`config.mk`:
```
export PLATFORM = sky130hd
export DESIGN_NAME = n_bit_ripple_carry_adder
export DESIGN_NICKNAME = d
export VERILOG_FILES = /design/src/rtl/n_bit_ripple_carry_adder.sv
export SDC_FILE = /design/constraint.sdc
export NUM_CORES = 1
export LEC_CHECK = 0
export CELL_PAD_IN_SITES_DETAIL_PLACEMENT = 2
export CELL_PAD_IN_SITES_GLOBAL_PLACEMENT = 2
export CORE_MARGIN = 3
export CORE_UTILIZATION = 25
export DETAILED_ROUTE_END_ITERATION = 8
export PLACE_DENSITY = 0.85
export SLEW_MARGIN = 20
export SYNTH_ARGS = -nofsm -noshare
export SYNTH_HDL_FRONTEND = slang
export SYNTH_SLANG_ARGS = --single-unit
```
`constraint.sdc`:
```
create_clock -name clk -period 1.05 [get_ports clk]
set_input_delay 0.1575 -clock clk [delete_from_list [all_inputs] [get_ports clk]]
set_output_delay 0.1575 -clock clk [all_outputs]
set_load 0.03 [all_outputs]
```
`src/rtl/n_bit_ripple_carry_adder.sv`:
```
// n_bit_ripple_carry_adder: N-bit ripple-carry adder with registered sum, carry-out and valid
module n_bit_ripple_carry_adder #(
  parameter int N = 8
) (
  input  logic         clk,
  input  logic         rst_n,
  input  logic [N-1:0] A,
  input  logic [N-1:0] B,
  input  logic         cin,
  input  logic         in_valid,
  output logic [N-1:0] sum,
  output logic         cout,
  output logic         out_valid
);
  logic [N-1:0] s, sum_d, sum_q;
  logic         cy, cout_d, cout_q, out_valid_d, out_valid_q;
  always_comb begin
    s  = '0;
    cy = cin;
    for (int i = 0; i < N; i++) begin
      s[i] = A[i] ^ B[i] ^ cy;
      cy   = (A[i] & B[i]) | (cy & (A[i] ^ B[i]));
    end
    sum_d       = in_valid ? s : sum_q;
    cout_d      = in_valid ? cy : cout_q;
    out_valid_d = in_valid;
  end
  always_ff @(posedge clk or negedge rst_n) begin
    if (!rst_n) begin
      sum_q       <= '0;
      cout_q      <= 1'b0;
      out_valid_q <= 1'b0;
    end else begin
      sum_q       <= sum_d;
      cout_q      <= cout_d;
      out_valid_q <= out_valid_d;
    end
  end
  assign sum       = sum_q;
  assign cout      = cout_q;
  assign out_valid = out_valid_q;
endmodule

```
* Yosys cells after proc, flatten, opt, wreduce, memory -nomap -nowiden
Cells that the tools add are included.
W data, S select, Z words.
** Storage, ports and cells
- Word-level logic and storage cells :: 43
- Bits in registers :: 10
- Output and inout bits :: 10
- Input bits :: 20
** Cells by class
- Bitwise logic cells :: 40
** Operators with widths (count)
- $and A1 B1 Y1 :: 16
- $xor A1 B1 Y1 :: 16
- $or A1 B1 Y1 :: 8

* Logic depth before layout (Yosys ltp)
- Word-level depth :: 17
- Depth in mapped cells :: 12
- Mapped depth without buffers :: 12

* Worst setup path before layout
OpenSTA, ideal clock, no wires.
- Path kind :: in2reg
- Start point :: input port A[0]
- End point :: register sum_q[7] (netlist: sum[7])
- Path buffers :: 0
- Data required time :: 971 ps
- Cell stages on the path :: 12
- Setup time :: 79 ps
- Slack :: -2279 ps
- Data arrival time :: 3250 ps
- Cells stage by stage :: fa_1 > inv_1 > fa_1 > inv_1 > fa_1 > fa_1 > fa_1 > fa_1 > fa_1 > inv_1 > fa_1 > mux2i_1
** On the way
- Cells in the longest elaborated chain, start to end :: 16
- Elaborated cells on any way between the ends :: 17
- Those cells by class :: 17 x bitwise
** Ends and longest elaborated chain
- start, declared :: RTL line 7 : input logic [N-1:0] A,
- $xor A1 B1 Y1 :: RTL line 22 : cy = (A[i] & B[i]) | (cy & (A[i] ^ B[i]));
- $and A1 B1 Y1 :: RTL line 22
- $or A1 B1 Y1 * :: RTL line 22
- $and A1 B1 Y1 * :: RTL line 22
- $or A1 B1 Y1 * :: RTL line 22
- $and A1 B1 Y1 * :: RTL line 22
- $or A1 B1 Y1 * :: RTL line 22
- $and A1 B1 Y1 * :: RTL line 22
- $or A1 B1 Y1 * :: RTL line 22
- $and A1 B1 Y1 * :: RTL line 22
- $or A1 B1 Y1 * :: RTL line 22
- $and A1 B1 Y1 * :: RTL line 22
- $or A1 B1 Y1 * :: RTL line 22
- $and A1 B1 Y1 * :: RTL line 22
- $or A1 B1 Y1 * :: RTL line 22
- $xor A1 B1 Y1 * :: RTL line 21 : s[i] = A[i] ^ B[i] ^ cy;
- end signal, assigned :: RTL line 34 : sum_q <= sum_d;
- end, declared :: RTL line 15 : logic [N-1:0] s, sum_d, sum_q;
Mark *: on every way between the ends. The rest lies on a longest branch, timed or not.
A chain may end at the register's enable or synchronous reset.

* Worst setup path after layout
Ends and elaborated chain as after synthesis.

==> impl_metrics.ini <==
[synth]
yosys.area.top_type = dfrtp_1
ys_seq_area_share_pct = 43.2
ys_top_cells_by_count = dfrtp_1 (10), inv_1 (10), fa_1 (8), mux2_4 (6), mux2i_1 (3)
netlist.area_leader.share_pct = 43.2
ys_warn_count = 0
synthesis.nets = 66
syn_area_sq_um = 579
ys_ff_latch = 10
ys_async_sr_fraction_pct = 100
synth_edf_count = 0
synth-main-ff-cell = dfrtp_1
syn_area_per_cell_sq_um = 15.2
synth_cells = 38
yosysUniqueCellTypes = 6
yosys-top-cells-area = dfrtp_1 (43%), fa_1 (28%), mux2_4 (16%)

[cts]
tritoncts = yes
cts.reportedPaths.clkPinSlew_ps = 70
ctsHoldBuffers = 0
clock-root-buffer = clkbuf_4
clock_path_buffers = 2
htreeDepth = 1
numClockSinks = 10
clk-insertion-delay-late_ps = 260
cts_made_buffers = 3

[route]
drc = 0
ant_nets = 0
drt_iter0_drc = 0
vias = 399
first_pass_iters = 1
drt-total-wl_microns = 1430
vias_per_cell = 4.03
wl_per_cell_microns = 14.4

[die]
ioPinCount = 30
die_w_microns = 54.1
die_area_sq_um = 2930
start_util_pct = 27.8
coreArea_sq_um = 2080
num_rows = 16
die_y_microns = 54.1

[timing]
final_max_slew_viol_count = 0
finalCritPeriodShare_pct = 293
max_freq_ghz = 0.325
fin_crit_ps = 3080
rsz0062_at_grt = yes
timing.slew.headroom_pct = 91.4
setup_viol = 8
hold_viol = 0
clock_skew_ps = 0
setup_ws_ps = -2030
tightest_slew_ps = 125

[placed_design]
dp_hpwl_microns = 1150
dpl_cell_area_sq_um = 912
portBuffers = 29
dp.cells = 95
gp_congestion = 0.595

[grt]
grt_start_max_net_pins = 11
grt_pass1_vias = 489
grtUsageTotal_pct = 11.3
antenna_found_initial = 0
gr-total-overflow = 0
grt_pass1_wl_microns = 2180

[outcome]
violations = setup timing
status = finished, violations left

[critical_path]
rr_startpoint = sum[5]$_DFFE_PN0P_
critPathMaxStageDelay_ps = 400
worst_setup_path_start_kind = input pin
r2r_setup_slack_ps = 260
crit_buf_inv = 4
crit_arrival_ps = 3260
critPathTopFamily = adder cells
cpMostUsedCell = fa_2
path_cells = buf_6 -> fa_2 -> inv_2 -> fa_2 -> inv_2 -> fa_2 -> fa_2 -> fa_2 -> fa_2 -> fa_2 -> inv_2 -> fa_1 -> mux2i_1
r2r-end = sum[5]$_DFFE_PN0P_
critPathMaxFanout = 1
crit_type = in2reg
worstSetupEndpointType = flop
crit_path_top_delay_cell = fa_1
cp.required_ps = 1240
r2r_cells = 1

[final_layout]
fin_area_sq_um = 943
instances_no_fill = 99
diodes = 0
fill_cells = 239
drive_gt1_share_pct = 50.0
synthToLayoutAreaGrowth_pct = 62.9
layout.nets = 101

[job]
drv_cap = 0

[hold_path]
min_path_type = in2async

[pwr]
peakVddDrop_mv = 0.630
p_leak_uw = 0.000450
cellPowerDensity_nw_per_um2 = 1570
-- stage by stage --
stage | setup WS [ps] | utilization, % | hold WS (ps) | power (uW) | setup TNS [ps]
finish | -2030 | 45.3 | 184 | 1480 | -9250
global route | -2130 | 45.3 | 198 | 1580 | -9680
CTS | -2160 | 45.0 | 178 | 1510 | -9850
detailed placement | -2680 | 43.8 | 469 | 1150 | -14880
global placement | -2630 | 43.8 | 465 | 1120 | -14540
floorplan | -2090 | - | -138 | 861 | -10060
-- worst max path at each step --
stage,startpoint,to,slack (ps),cells past startpoint
floorplan,A[0],sum[7]$_DFFE_PN0P_,-2090,12
CTS,cin,sum[7]$_DFFE_PN0P_,-2160,13
finish,A[0],sum[7]$_DFFE_PN0P_,-2030,13
detailed placement,A[0],sum[7]$_DFFE_PN0P_,-2680,13
global placement,A[0],sum[7]$_DFFE_PN0P_,-2630,13
global route,A[0],sum[7]$_DFFE_PN0P_,-2130,13
-- where the power goes --
| part | leakage (uW) | switching [uW] | internal [uW] |
|---|---|---|---|
| clock | 0.0000210 | 136 | 210 |
| combinational | 0.000312 | 311 | 300 |
| sequential | 0.000117 | 53.8 | 467 |
-- layout make-up --
type / instances / area [sq um] / area share [%]
well taps: 27 / 33.8 / 3.58
flip-flops and latches: 10 / 250 / 26.5
multi-input cells: 17 / 298 / 31.6
inverters: 10 / 37.5 / 3.98
clock buffers: 4 / 36.3 / 3.85
repair buffers: 31 / 288 / 30.5
-- registers in the layout, indices dropped and copies added (netlist names) --
signal	flops
sum	8
cout	1
out_valid	1
-- timing repair --
item	4_1_cts	5_1_grt
setup endpoints to repair	9	8
cloned	0	0
endpoints found under the hold margin	0	0
gates resized for setup	16	1
pin swaps	8	8
buffers inserted	0	0
-- metal layers --
layer	vias up	track usage [%]	part of all wire [%]
li1	180	-	-
met1	199	11.6	37
met2	20	19.7	54
met3	0	5.82	9.0
met4	0	3.73	0
met5	-	0	0
-- logic make-up (layout without fill, tap and decap cells) --
kind of cell / after synthesis / in the layout / synth area share [%]
flops: 10 / 10 / 43.2
buf+inv: 11 / 45 / 8.42
mux: 9 / 9 / 20.7
fa+ha+maj: 8 / 8 / 27.6
-- layout by cell type (no fill, tap or decap), types with 2 or more instances in the layout --
cell and n:
clkdlybuf4s50_1 14, dfrtp_1 10, buf_4 11, inv_2 4, inv_1 6, mux2_4 6, buf_6 2, clkbuf_4 3
dlygate4sd2_1 2, mux2i_1 3, fa_2 7
Power figures use the tool's default switching activity.
